## src/rtl/risc_controller_pkg.sv

```systemverilog
// Shared definitions for the 8-bit RISC sequencer: opcode and phase encodings,
// widths, and the strobe bundle the controller decodes.
package risc_controller_pkg;

  localparam int unsigned OPWIDTH = 3;
  localparam int unsigned PHASES  = 8;
  localparam int unsigned PHWIDTH = $clog2(PHASES);

  typedef enum logic [OPWIDTH-1:0] {
    OP_HLT = 3'd0,
    OP_SKZ = 3'd1,
    OP_ADD = 3'd2,
    OP_AND = 3'd3,
    OP_XOR = 3'd4,
    OP_LDA = 3'd5,
    OP_STO = 3'd6,
    OP_JMP = 3'd7
  } opcode_e;

  typedef enum logic [PHWIDTH-1:0] {
    PH_INST_ADDR  = 3'd0,
    PH_INST_FETCH = 3'd1,
    PH_INST_LOAD  = 3'd2,
    PH_IDLE       = 3'd3,
    PH_OP_ADDR    = 3'd4,
    PH_OP_FETCH   = 3'd5,
    PH_ALU_OP     = 3'd6,
    PH_STORE      = 3'd7
  } phase_e;

  typedef struct packed {
    logic sel;
    logic rd;
    logic ld_ir;
    logic inc_pc;
    logic ld_pc;
    logic ld_ac;
    logic wr;
    logic data_e;
    logic halt;
  } ctrl_t;

  // Opcodes that read an operand from memory and load the accumulator.
  function automatic logic is_aluop(input opcode_e op);
    return (op == OP_ADD) || (op == OP_AND) || (op == OP_XOR) || (op == OP_LDA);
  endfunction

endpackage

```

## src/rtl/risc_phase_counter.sv

```systemverilog
// Free-running instruction phase counter; holds while en_i is low and wraps at
// the last phase back to INST_ADDR.
module risc_phase_counter
  import risc_controller_pkg::*;
(
  input  logic               clk,
  input  logic               clr,
  input  logic               en_i,
  output logic [PHWIDTH-1:0] phase_o
);

  logic [PHWIDTH-1:0] phase_q;
  logic [PHWIDTH-1:0] phase_d;

  always_comb begin
    phase_d = phase_q;
    if (en_i) begin
      if (phase_q == PHWIDTH'(PHASES - 1)) begin
        phase_d = '0;
      end else begin
        phase_d = phase_q + PHWIDTH'(1);
      end
    end
  end

  always_ff @(posedge clk or posedge clr) begin
    if (clr) begin
      phase_q <= '0;
    end else begin
      phase_q <= phase_d;
    end
  end

  assign phase_o = phase_q;

endmodule

```

## src/rtl/risc_controller.sv

```systemverilog
// Sequencing controller for the 8-bit RISC datapath: decodes the registered
// phase, opcode and zero flag into datapath strobes; HLT freezes it until clr.
module risc_controller
  import risc_controller_pkg::*;
(
  input  logic               clk,
  input  logic               clr,
  input  logic [OPWIDTH-1:0] opcode,
  input  logic               zero,
  output logic               sel,
  output logic               rd,
  output logic               ld_ir,
  output logic               inc_pc,
  output logic               ld_pc,
  output logic               ld_ac,
  output logic               wr,
  output logic               data_e,
  output logic               halt,
  output logic [PHWIDTH-1:0] phase
);

  logic    halted_q;
  logic    halted_d;
  logic    alu_op;
  opcode_e op;
  phase_e  ph;
  ctrl_t   ctrl;

  // The counter must not advance on the edge that takes the HLT, so it is
  // gated by the next-state halted flag rather than the registered one.
  risc_phase_counter u_phase_counter (
    .clk     (clk),
    .clr     (clr),
    .en_i    (~halted_d),
    .phase_o (phase)
  );

  always_ff @(posedge clk or posedge clr) begin
    if (clr) begin
      halted_q <= 1'b0;
    end else begin
      halted_q <= halted_d;
    end
  end

  always_comb begin
    ctrl     = '0;
    halted_d = halted_q;
    op       = opcode_e'(opcode);
    ph       = phase_e'(phase);
    alu_op   = is_aluop(op);

    if (halted_q) begin
      ctrl.halt = 1'b1;
    end else begin
      unique case (ph)
        PH_INST_ADDR: begin
          ctrl.sel = 1'b1;
        end
        PH_INST_FETCH: begin
          ctrl.sel = 1'b1;
          ctrl.rd  = 1'b1;
        end
        // IR is loaded twice with the same byte; harmless and keeps rd steady.
        PH_INST_LOAD, PH_IDLE: begin
          ctrl.sel   = 1'b1;
          ctrl.rd    = 1'b1;
          ctrl.ld_ir = 1'b1;
        end
        PH_OP_ADDR: begin
          ctrl.inc_pc = 1'b1;
          if (op == OP_HLT) begin
            ctrl.halt = 1'b1;
            halted_d  = 1'b1;
          end
        end
        PH_OP_FETCH: begin
          ctrl.rd = alu_op;
        end
        PH_ALU_OP: begin
          ctrl.rd     = alu_op;
          ctrl.inc_pc = (op == OP_SKZ) && zero;
          ctrl.ld_pc  = (op == OP_JMP);
          ctrl.data_e = (op == OP_STO);
        end
        PH_STORE: begin
          ctrl.rd     = alu_op;
          ctrl.ld_ac  = alu_op;
          ctrl.ld_pc  = (op == OP_JMP);
          ctrl.wr     = (op == OP_STO);
          ctrl.data_e = (op == OP_STO);
        end
        default: begin
          ctrl = '0;
        end
      endcase
    end
  end

  assign sel    = ctrl.sel;
  assign rd     = ctrl.rd;
  assign ld_ir  = ctrl.ld_ir;
  assign inc_pc = ctrl.inc_pc;
  assign ld_pc  = ctrl.ld_pc;
  assign ld_ac  = ctrl.ld_ac;
  assign wr     = ctrl.wr;
  assign data_e = ctrl.data_e;
  assign halt   = ctrl.halt;

endmodule

```

## config.mk

```make
export PLATFORM = sky130hd
export DESIGN_NAME = risc_controller
export DESIGN_NICKNAME = d
export VERILOG_FILES = /design/src/rtl/risc_controller_pkg.sv /design/src/rtl/risc_phase_counter.sv /design/src/rtl/risc_controller.sv
export SDC_FILE = /design/constraint.sdc
export NUM_CORES = 1
export LEC_CHECK = 0
export BUFFER_PORTS_ARGS = -buffer_cell sky130_fd_sc_hd__buf_2
export CAP_MARGIN = 20
export CORE_AREA = 2 2 39 41
export CTS_CLUSTER_SIZE = 20
export DETAILED_ROUTE_END_ITERATION = 8
export DIE_AREA = 0 0 41 43
export GPL_ROUTABILITY_DRIVEN = 0
export PLACE_DENSITY = 0.54
export SYNTH_ARGS = -nofsm -noshare
export SYNTH_HDL_FRONTEND = slang
export SYNTH_SLANG_ARGS = --single-unit
```

## constraint.sdc

```tcl
create_clock -name clk -period 3.1 [get_ports clk]
set_clock_uncertainty 0.2 [all_clocks]
set_input_delay 0.31 -clock clk [delete_from_list [all_inputs] [get_ports clk]]
set_output_delay 0.31 -clock clk [all_outputs]
set_load 0.1 [all_outputs]
```

* Word-level counts from Yosys, hierarchy flattened
Index checks and enable logic that the tools add are counted.
Storage, ports and cells: register bits 4
Cells by class: add/subtract/negate cells 1, equality and inequality tests 14, muxes and demuxes 12, reductions and logical operators 11
Operator list (number):
- == test 3 bit, second input constant | 8
- == test 3 x 2 -> 1 bit, second input constant | 4
- 2-to-1 mux 8 bit | 1
- 2-to-1 mux 1 bit | 7
- == test 3 x 1 -> 1 bit, second input constant | 2
- zero test 3 bit | 2
- OR reduction 3 bit | 2
- one-hot mux 1 bit (2 select lines) | 2
- OR reduction 2 bit | 2
- OR reduction 4 bit | 1
- adder 3 x 1 -> 3 bit, second input constant | 1
- logical OR 1 bit | 3
- 2-to-1 mux 3 bit | 1
- 2-to-1 mux 2 bit | 1
- logical AND 1 bit | 1

* Longest topological paths before layout
depth in word-level cells 6, mapped depth 5, gate-level depth less buffers 5

* Hierarchy
From an unflattened synthesis, not the netlist that was laid out.
Second synthesis, totals: cell total of the unflattened synthesis 34, area total of the unflattened synthesis 306.5 sq um
By module, submodules not included:
- risc_controller | times used 1, cells an instance 22, area each 162.7 sq um, sequential area each 25.0 sq um
- risc_phase_counter | times used 1, cells an instance 12, area each 143.9 sq um, sequential area each 75.1 sq um

* Worst setup path after synthesis
Ideal clock, no wire load.
path kind reg2out, start point register u_phase_counter.phase_q[1] (netlist: u_phase_counter.phase_o[1]), end point output data_e, arrival 3.665 ns, required time 2.590 ns, path slack -1.075 ns, stages on the path, launching flop included 4, buffers on the path 0, cells stage by stage dfrtp_1 -> inv_1 -> or3_1 -> nor3_1
On the way: longest elaborated chain between the ends 4
RTL lines:
- start: declaration | line risc_phase_counter.sv:12 | logic [PHWIDTH-1:0] phase_q;
- start signal: assignment | line risc_phase_counter.sv:30 | phase_q <= phase_d;
- == test 3 bit | line risc_controller.sv:56 | unique case (ph)
- OR reduction 2 bit (no source line) (*)
- 2-to-1 mux 1 bit (*)
- 2-to-1 mux 8 bit (*) | line risc_controller.sv:53 | if (halted_q) begin
- end: declaration | line risc_controller.sv:17 | output logic data_e,
Every way passes the cells marked *; elsewhere a longest branch is shown, timed or not.

* Worst setup path in the final report
start point register u_phase_counter.phase_q[0] (netlist: u_phase_counter.phase_o[0]), end point output rd
On the way: longest elaborated chain between the ends 4
RTL lines:
- == test 3 bit (tied with other cells) | line risc_controller.sv:56
- OR reduction 3 bit (no source line)
- one-hot mux 1 bit (2 select lines) (*) | line risc_controller.sv:56
- 2-to-1 mux 8 bit (*) | line risc_controller.sv:53
- end: declaration | line risc_controller.sv:11 | output logic rd,
Marked as above.

==> flow_summary.json <==
{
  "final_common_cell": "buf_2",
  "ys_warn_count": 0,
  "placed_area_um2": 500,
  "cp.required_ps": 2590,
  "slowest_delay_ps": 430,
  "end_kind": "output pin",
  "drtPass1Iterations": 1,
  "nets": 76,
  "cts_tree": "yes",
  "overflow": 0,
  "cp_slowest_cell": "buf_2",
  "chipHeight_um": 43,
  "grt_usage_pct": 10.4,
  "finalMaxSlewViolations": 0,
  "hold_buffers": 1,
  "avgSynthCellArea_um2": 8.67,
  "clock-sinks": 4,
  "path_max_fanout": 6,
  "htreeDepth": 1,
  "netlist_area_um2": 364,
  "ff_latch_area_um2": 100,
  "area_growth_syn_to_layout_pct": 46.4,
  "vias": 350,
  "reg2reg_from": "u_phase_counter.phase_o[1]",
  "cts.clk_slew.worst_paths_ps": 40,
  "rows": 14,
  "ff2ff_path_depth": 5,
  "clk_latency_ps": 230,
  "crit_path_frequent_cell": "ha_1",
  "syn_inst": 42,
  "vias_per_cell": 4.49,
  "nFillCells": 147,
  "path_cells": "ha_1 -> ha_1 -> nor3_1 -> a311o_1 -> o21ai_2 -> buf_2",
  "remaining_drc_errors": 0,
  "antennaDiodeCount": 0,
  "slew_headroom_pct": 67.8,
  "fmax_mhz": 410,
  "setup_viol": 0,
  "post_cts_buffers": 0,
  "cts_resized": 0,
  "grt_pass1_vias": 307,
  "start_util_pct": 26.3,
  "clk_path_buf_depth": 2,
  "finalCriticalPeriod_ps": 2440,
  "tightest_slew_ps": 486,
  "die_w_um": 41,
  "layout_common_cells": "buf_2 (17), inv_1 (6), ha_1 (6)",
  "route.antenna.remaining_nets": 0,
  "numCtsBuffers": 3,
  "critical_path_class": "reg2out",
  "rsz0062_at_grt": "false",
  "fin_tns_setup_ps": 0,
  "finalHoldViolations": 0,
  "core_um2": 1380,
  "multi_input_comb_area_um2": 273,
  "fin_area_um2": 533,
  "r2r-end": "u_phase_counter.phase_o[0]",
  "fp.dieArea_um2": 1760,
  "drv_cap": 0,
  "cts_root_buffer": "clkbuf_4",
  "drive_above_1_share_pct": 48.4,
  "top_level_ports": 18,
  "crit_arrival_ps": 1930,
  "drt_wl_total_um": 796,
  "grt_start_max_net_pins": 10,
  "cp-start-kind": "flip-flop",
  "synth-seq-cells": 4,
  "port_buffers": 17,
  "ys_seq_area_share_pct": 27.5,
  "syn_nets": 54,
  "hpwl_um": 632,
  "antenna_found_initial": 0,
  "grt_pass1_wl_mm": 1.19,
  "drtIter0Drc": 0,
  "min_path_type": "in2async",
  "wl_per_cell_um": 10.2,
  "outcome": "complete, no violations",
  "r2r_slack_ps": 1310,
  "synth_cell_type_count": 18,
  "finalCritPeriodShare_pct": 78.7
}
[synth_stat cells]
master | number | share of area, %
xnor2_1 | 1 | 2.4
a311o_1 | 1 | 2.7
ha_1 | 6 | 21
mux2i_1 | 1 | 2.7
nor4b_2 | 1 | 4.1
mux2_4 | 1 | 4.1
a41oi_1 | 1 | 2.4
nor2_1 | 5 | 5.2
nand2b_1 | 2 | 3.4
nand3_1 | 1 | 1.4
o21ai_0 | 3 | 4.1
dfrtp_1 | 4 | 27
clkbuf_1 | 1 | 1.0
a21oi_2 | 1 | 2.4
inv_1 | 6 | 6.2
nand2_1 | 1 | 1.0
nor3_1 | 5 | 6.9
or3_1 | 1 | 1.7
[flip-flops by register name, summed over array words and instances, names as in the netlist]
| name | count |
|---|---|
| halted_q | 1 |
| u_phase_counter.phase_o | 3 |
[final cells by class]
class / count / share of cell area, %
Multi-Input combinational cell: 31 / 51.2
Sequential cell: 4 / 18.8
Timing Repair Buffer: 18 / 17.8
Inverter: 6 / 4.23
Clock buffer: 3 / 4.23
Tap cell: 16 / 3.76
[logic make-up after synthesis]
kind of cell	share of synthesized area [%]
fa+ha+maj	20.6
flops	27.5
compound gates	11.7
mux	6.87
simple gates	23.7
xor+xnor	2.41
buf+inv	7.22
[stage by stage]
stage	hold slack [ps]	utilization (%)	setup WS, ps	instances
2_1_floorplan	-124	-	-272	42
3_3_place_gp	-4.44	36.2	899	74
3_5_place_dp	-4.82	36.2	902	74
4_1_cts	302	38.5	634	78
5_1_grt	319	38.5	521	78
6_report	314	38.5	660	78
[layer usage]
layer	share of wire (%)	track usage, %	up-vias
li1	-	-	184
met1	46	11.8	148
met2	43	15.3	16
met3	8.9	3.14	2
met4	2.1	8.00	0
met5	0	0	-
[worst max-delay path: cells and delay by family, from the launching register on]
kind / cells / cell delay (ps)
AOI/OAI and AO/OA: 2 / 390
adders and majority gates: 2 / 400
buffers and inverters: 1 / 430
DFF: 1 / 420
and+or+nand+nor: 1 / 50
[worst max-delay path by stage]
stage	from	end	slack, ps	cells after the start
after floorplan	u_phase_counter.phase_o[2]	data_e	-270	3
after global placement	u_phase_counter.phase_o[0]	rd	900	6
after detailed placement	u_phase_counter.phase_o[0]	rd	900	6
after CTS	u_phase_counter.phase_o[0]	rd	630	6
after global routing	u_phase_counter.phase_o[1]	halt	520	6
final	u_phase_counter.phase_o[0]	rd	660	6
Power is not shown: default switching activity piles up to over one toggle a cycle in this logic, so the estimate is an artifact.
